### src/rtl/ptf_pixel_writer.sv
// Projective-transform pixel writer: merges pixel pairs into ZBT words,
// queues them in a small FIFO and writes a double-buffered frame store.
module ptf_pixel_writer #(
  parameter int FIFO_DEPTH     = 8,
  parameter int H_PIXELS       = 640,
  parameter int V_PIXELS       = 480,
  parameter int WORDS_PER_LINE = 320
) (
  input  logic        clk,
  input  logic        reset,
  input  logic [17:0] pixel,
  input  logic [9:0]  pixel_x,
  input  logic [8:0]  pixel_y,
  input  logic        pixel_flag,
  input  logic        frame_flag,
  output logic        mem_req,
  input  logic        mem_grant,
  output logic [18:0] mem_addr,
  output logic [35:0] mem_data,
  output logic [3:0]  mem_bwe,
  output logic        display_bank,
  output logic        overflow,
  output logic        dropped
);

  localparam int AW = $clog2(FIFO_DEPTH);
  localparam int EW = 59;
  localparam logic [AW:0] DEPTH = (AW+1)'(FIFO_DEPTH);
  localparam logic [10:0] HMAX  = 11'(H_PIXELS);
  localparam logic [9:0]  VMAX  = 10'(V_PIXELS);

  localparam logic [0:0] RUN   = 1'b0;
  localparam logic [0:0] FLUSH = 1'b1;

  logic [0:0]  state;
  logic        bank;

  logic        held_valid;
  logic [18:0] held_addr;
  logic [35:0] held_data;
  logic [3:0]  held_bwe;

  logic [EW-1:0] fifo_mem [FIFO_DEPTH];
  logic [AW-1:0] wr_ptr;
  logic [AW-1:0] rd_ptr;
  logic [AW:0]   count;

  logic        in_range;
  logic        pix_ok;
  logic [17:0] y18;
  logic [17:0] x_word;
  logic [17:0] line_base;
  logic [18:0] pix_addr;
  logic [3:0]  pix_bwe;
  logic [35:0] pix_data;
  logic [35:0] merge_data;
  logic        addr_hit;
  logic        held_full;
  logic        push;
  logic        pop;
  logic        fifo_full;
  logic        fifo_wr;
  logic [EW-1:0] head;

  assign in_range = ({1'b0, pixel_x} < HMAX) &&
                    ({1'b0, pixel_y} < VMAX);
  assign pix_ok   = pixel_flag & in_range;

  assign y18    = {9'b0, pixel_y};
  assign x_word = {9'b0, pixel_x[9:1]};

  generate
    if (WORDS_PER_LINE == 320) begin : g_shift
      assign line_base = (y18 << 8) + (y18 << 6);
    end else begin : g_mul
      assign line_base = y18 * 18'(WORDS_PER_LINE);
    end
  endgenerate

  assign pix_addr = {bank, line_base + x_word};
  assign pix_bwe  = pixel_x[0] ? 4'b0011 : 4'b1100;
  assign pix_data = pixel_x[0] ? {18'b0, pixel}
                               : {pixel, 18'b0};
  assign merge_data = pixel_x[0] ? {held_data[35:18], pixel}
                                 : {pixel, held_data[17:0]};

  assign addr_hit  = held_valid && (held_addr == pix_addr);
  assign held_full = (held_bwe == 4'b1111);

  // Merging only spans back-to-back strobes; a full word leaves at once.
  assign push = held_valid &
                (held_full | ~pixel_flag | (pix_ok & ~addr_hit));

  assign mem_req   = (count != '0);
  assign pop       = mem_grant & mem_req;
  assign fifo_full = (count == DEPTH);
  assign fifo_wr   = push & (~fifo_full | pop);

  assign head     = fifo_mem[rd_ptr];
  assign mem_addr = mem_req ? head[58:40] : '0;
  assign mem_data = mem_req ? head[39:4]  : '0;
  assign mem_bwe  = mem_req ? head[3:0]   : '0;

  assign display_bank = ~bank;

  always_ff @(posedge clk) begin
    if (reset) begin
      held_valid <= 1'b0;
      held_addr  <= '0;
      held_data  <= '0;
      held_bwe   <= '0;
    end else if (pix_ok && held_valid && !push) begin
      held_data <= merge_data;
      held_bwe  <= held_bwe | pix_bwe;
    end else if (pix_ok) begin
      held_valid <= 1'b1;
      held_addr  <= pix_addr;
      held_data  <= pix_data;
      held_bwe   <= pix_bwe;
    end else if (push) begin
      held_valid <= 1'b0;
    end
  end

  always_ff @(posedge clk) begin
    if (fifo_wr) begin
      fifo_mem[wr_ptr] <= {held_addr, held_data, held_bwe};
    end
  end

  always_ff @(posedge clk) begin
    if (reset) begin
      wr_ptr   <= '0;
      rd_ptr   <= '0;
      count    <= '0;
      overflow <= 1'b0;
    end else begin
      if (fifo_wr) wr_ptr <= wr_ptr + AW'(1);
      if (pop)     rd_ptr <= rd_ptr + AW'(1);
      unique case ({fifo_wr, pop})
        2'b10:   count <= count + (AW+1)'(1);
        2'b01:   count <= count - (AW+1)'(1);
        default: count <= count;
      endcase
      if (push && fifo_full && !pop) overflow <= 1'b1;
    end
  end

  always_ff @(posedge clk) begin
    if (reset) dropped <= 1'b0;
    else       dropped <= pixel_flag & ~in_range;
  end

  // Bank swaps only once everything written to the old bank has left.
  always_ff @(posedge clk) begin
    if (reset) begin
      state <= RUN;
      bank  <= 1'b0;
    end else begin
      unique case (state)
        RUN: begin
          if (frame_flag) state <= FLUSH;
        end
        FLUSH: begin
          if (count == '0 && !held_valid && !pix_ok) begin
            bank  <= ~bank;
            state <= RUN;
          end
        end
        default: state <= RUN;
      endcase
    end
  end

endmodule

### config.mk
export PLATFORM = sky130hd
export DESIGN_NAME = ptf_pixel_writer
export DESIGN_NICKNAME = d
export VERILOG_FILES = /design/src/rtl/ptf_pixel_writer.sv
export SDC_FILE = /design/constraint.sdc
export NUM_CORES = 1
export LEC_CHECK = 0
export BUFFER_PORTS_ARGS = -buffer_cell sky130_fd_sc_hd__buf_2
export CAP_MARGIN = 20
export CORE_MARGIN = 1.5
export CORE_UTILIZATION = 55
export CTS_CLUSTER_DIAMETER = 150
export DETAILED_ROUTE_END_ITERATION = 12
export PLACE_DENSITY = 0.72
export SETUP_SLACK_MARGIN = 0.2
export SYNTH_ARGS = -nofsm -noshare
export SYNTH_HDL_FRONTEND = slang
export SYNTH_SLANG_ARGS = --single-unit
### constraint.sdc
create_clock -name clk -period 22.7 [get_ports clk]
set_input_delay 4.54 -clock clk [delete_from_list [all_inputs] [get_ports clk]]
set_output_delay 4.54 -clock clk [all_outputs]
set_load 0.1 [all_outputs]
# == After elaboration in Yosys (flattened, before gate mapping) ==
# Memories as Yosys holds them, arrays and structs flattened. A register that Yosys moved wholly into a read port is not among the register bits.
# Index checks and enable logic that the tools add are counted.
# op_classes
n_addsub,6
order_cmp,2
eq_ne,7
n_mux,20
bitwise_logic,17
n_reduce_logical,22
# ops
op,n
$mux 36,5
$eq 19x19->1,1
$mux 19,1
$add 17x15->18,1
$add 18x9->18,1
$mux 4,4
$lt 10x10->1 const B,1
$reduce_and 2->1,5
$lt 9x9->1 const B,1
$eq 4x4->1 const B,2
$logic_and 1x1->1,8
$pmux 4 s2,1
$not 1->1,7
$add 3x1->3 const B,2
$and 1x1->1,6
$mux 1,6
$mux 3,2
$reduce_bool 2->1,3
$add 4x1->4 const B,1
$logic_not 1->1,4
$logic_not 4->1,1
$ne 2x2->1 const B,2
$or 4x4->4,1
$reduce_bool 4->1,1
5 further kinds,7
# word_totals
reg_bits,74
ram_bits,472
in_bits,42
output_inout_bits,63
wordCells,87
mem_count,1
# memory_table
name,depth,word_bits,read_ports,rd_ports_with_merged_regs,write_ports,line,source
fifo_mem,8,59,1,1,1,43,logic [EW-1:0] fifo_mem [FIFO_DEPTH];

# == Depth between registers and ports, before layout ==
# depth
depth_word,12
mapped_depth,19
mapped_depth_nobuf,19

# == Least setup slack after synthesis ==
# No wires, ideal clock.
# synth_path
path_type,input to register
startpoint,in pixel_x[9]
endpoint,"mem fifo_mem[6][0], enable pin"
setup_ns,0.561
arrival_time_ns,11.525
required_time_ns,22.139
setup_slack_ns,10.615
path_stages,14
n_path_buf,1
cell_sequence,inv_1 -> fa_1 -> inv_1 -> ha_1 -> a21o_1 -> and3_2 -> o41ai_2 -> nor3_1 -> o2111a_2 -> nand4b_4 -> and2_4 -> buf_6 -> nand3_1 -> nor3b_1
# synth_between
elab_chain_cells,10
word_cells_on_any_way,13
# synth_rtl
item,line,source
"start, declared",12,"input logic [9:0] pixel_x,"
$add 18x9->18,80,"assign pix_addr = {bank, line_base + x_word};"
$eq 19x19->1,87,assign addr_hit = held_valid && (held_addr == pix_addr);
$logic_and 1x1->1,87,
$not 1->1,92,(held_full | ~pixel_flag | (pix_ok & ~addr_hit));
$and 1x1->1 *,92,
$or 1x1->1 *,92,
$and 1x1->1 *,91,assign push = held_valid &
$and 1x1->1 *,97,assign fifo_wr = push & (~fifo_full | pop);
$mux 1 *,126,if (fifo_wr) begin
$mux 1 (implied by the code) *,127,"fifo_mem[wr_ptr] <= {held_addr, held_data, held_bwe};"
"end, declared",43,
# Every way passes the cells marked *; elsewhere a longest branch is shown, timed or not.

==> key figures <==
Yosys
  – Synth cell types: 69
  – Sequential fraction of the synthesis area: 0.719
  – Synth top area share: 0.648
  – Largest area contributor in the netlist: edfxtp_1
  – Syn Area/Cell: around 19 µm²
  – Post-Synthesis Cell Area: about 22000 µm²
  – Largest family of logic cells by synthesized area: multiplexers
  – Ys flop type: edfxtp_1
  – Synthesis-stage register bit count: roughly 550
  – Post-Synth Simple-Gate Area: 0.0418
  – Post-synthesis compound-gate area fraction: 0.0370
  – Post-synthesis xor/xnor area fraction: 0.0122
  – Syn_nets: 1236
  – Ys Warns: 0
  – Synth top area cells: edfxtp_1 (65%), mux4_2 (12%), dfxtp_1 (7.0%), mux2i_1 (3.5%), nor2_1 (1.9%)
  – Post-Synth Adder-Cell Area: 0.0148
  – Multiplexer area fraction after synthesis: 0.160
  – Cells after synthesis: between 1000 and 1500
  – Number of flops mapped to enable cells by yosys: about 470
  – Async SR Flop Fraction: 0

STA
  – Skew final: between 10 and 15 ps
  – Final Hold Viols: 0
  – Worst slew pin tran: 1170 ps
  – Minimum clock period after layout: between 8000 and 9000 ps
  – Tcrit/Tclk final: 0.393
  – Slew Viols, Final: 0
  – RSZ-0062 raised after global routing: no
  – # setup viols final: 0
  – Max Freq: about 0.11 GHz
  – Total Neg Setup Slack: 0 ps
  – Min Hold Slack: 492 ps
  – Slew HR: 0.222

Cells and area
  – Commonest cells after routing, fill and taps aside: edfxtp_1 (472), mux4_2 (118), nor2_1 (111)
  – Fill cells: ~2700
  – Diodes inserted: 0
  – Final core utilization: 0.636
  – Syn-to-layout area delta: 13.1%
  – Nets: ~1300
  – Commonest non-fill, non-tap cell in the layout: edfxtp_1
  – Fin cells: approximately 1800
  – Layout cells sized above 1: 0.268

Placement
  – Placed cells: 1748
  – DP HPWL: between 20000 and 25000 µm
  – GPL Wtd Cong: 0.847
  – Port Buffers: between 100 and 150

Worst setup path
  – CP arrival: approximately 4400 ps
  – Most frequent CP cell: buf_4
  – CP cell instances: buf_4 > buf_4 > mux4_2 > mux2i_1 > nor2_1 > buf_2
  – Kind of critical path: register to output port
  – Worst Path Required: 18160 ps
  – Slowest cell on crit path: dfxtp_4
  – Setup crit start kind: register
  – Crit path largest cell delay: approximately 860 ps
  – Crit path max fanout: 41
  – Crit end category: output port

Pwr
  – Sw Ratio: 0.359
  – Max IR drop VDD: roughly 150 µV
  – Seq pwr share: 0.406
  – Int Power: 1.82 mW
  – Power Dens Cells: approximately 110 nW/µm²
  – Leakage: slightly above 8 nW
  – Power share of the combinational group: 0.280
  – Clock power frac: 0.314
  – Sw power: ~1 mW

Detailed routing
  – # DRC: 0
  – Total Wirelength: ~45000 µm
  – DR iter-0 viols: 764
  – Wirelength per Cell: 24.2 µm
  – Post-route ant nets: 0
  – First-pass detailed-route iteration total: 5
  – Via-to-Cell Ratio: between 6 and 7
  – Vias: 11100

Clock tree
  – Clock-pin transition on the worst setup and hold timing paths: approximately 60 ps
  – PostCTS Resize Cnt: 0
  – Latest clock arrival within the worst-skew pair: between 500 and 600 ps
  – Clk buf depth: 3
  – Clock buffer count from CTS: 51
  – CTS tree: done
  – Cts hold-fix bufs: 0
  – Post-CTS setup buffer count: 0
  – Clock root buffer: clkbuf_16
  – # clock sinks: roughly 550
  – H-tree depth: 2

Global route
  – Gr usage total: 0.223
  – Grt total ovfl: 0
  – Initial antenna violation count: 0
  – Vias in the first global route: around 11000
  – Largest net degree at the start of global routing: 63
  – Global-route wire length before repair: around 68000 µm

Floorplanning
  – Die height: around 200 µm
  – Die area: roughly 41000 µm²
  – Core area: about 39000 µm²
  – Rows: 72
  – Die Width: between 200 and 250 µm
  – Ports: between 100 and 150
  – Starting Density: 0.562

Min path
  – Hold WC Path Type: register to register

Status
  – Outcome: completed

Job
  – MaxCap Viol Count: 0
[power by group through the flow]
stage / Sequential (mW) / Clock [mW] / Combinational [mW]
after floorplan: 1.15 / 0 / 0.668
after global placement: 1.17 / 0 / 0.795
after detailed placement: 1.17 / 0 / 0.798
after CTS: 1.15 / 0.900 / 0.800
after global routing: 1.15 / 0.940 / 0.825
final: 1.15 / 0.889 / 0.793
[path summary, 6_finish.rpt]
check             depth (start not counted)     startpoint         endpoint  slack (ps)
setup / recovery                          6       register      mem_data[2]       13770
hold / removal                            2          state            state         490
setup reg to reg                          8  held_addr[12]  fifo_mem[3][36]       18760
hold reg to reg                           2          state            state         490
[state kept, by name, summed over array words and instances (netlist names), named ones only]
register and count:
held_data 36, overflow 1, held_bwe 4, state 1
bank 1, count 4, wr_ptr 3, held_valid 1
fifo_mem 472, held_addr 19, rd_ptr 3, dropped 1
[area by class of cell]
class                           count  area (µm²)  area share
Timing Repair Buffer              120         641      0.0259
Inverter                           17        63.8     0.00258
Clock inverter                     22         264      0.0107
Clock buffer                       73        1520      0.0616
Tap cell                          518         648      0.0262
Sequential cell                   549       15700       0.636
Multi-Input combinational cell    544        5870       0.237
[synthesized netlist by cell type, types with 8 or more instances]
library cell and count:
a21o_1 8, nor3_1 8, mux2i_1 77, edfxtp_1 472
mux4_2 118, ha_1 21, nand2_1 18, a22o_1 18
inv_1 17, nor2_1 112, nand3_1 9, o21ai_0 9
a21oi_1 15, xor2_1 9, a22oi_1 17, buf_1 17
clkbuf_1 31, xnor2_1 19, dfxtp_1 77
[cell families after synthesis]
group,count (synthesis)
DFF,549
xor gates and xnor gates,29
and+or+nand+nor,191
buffers and inverters,77
muxes,200
AOI/OAI and AO/OA,100
adders and majority gates,24
[layer usage]
layer  up-vias  share of wire  GRT usage
li1       4900              -          -
met1      5757           0.42      0.314
met2       402           0.49      0.363
met3        69          0.074     0.0447
met4         0          0.019     0.0508
met5         -              0          0
[stage by stage]
step	setup WS (ps)	power, mW	area, µm²
CTS	13550	2.85	24700
floorplan	10610	1.82	21900
global placement	13420	1.96	22900
detailed placement	13310	1.97	22900
finish	13770	2.83	24700
global route	13310	2.92	24700
[worst max-delay path: cells and delay by family, from the launching register on]
family                 cells  cell delay [ps]
DFF                        1              860
muxes                      2              890
and+or+nand+nor            1              100
buffers and inverters      3             1910
No activity file was read; power rests on OpenSTA's default activity.
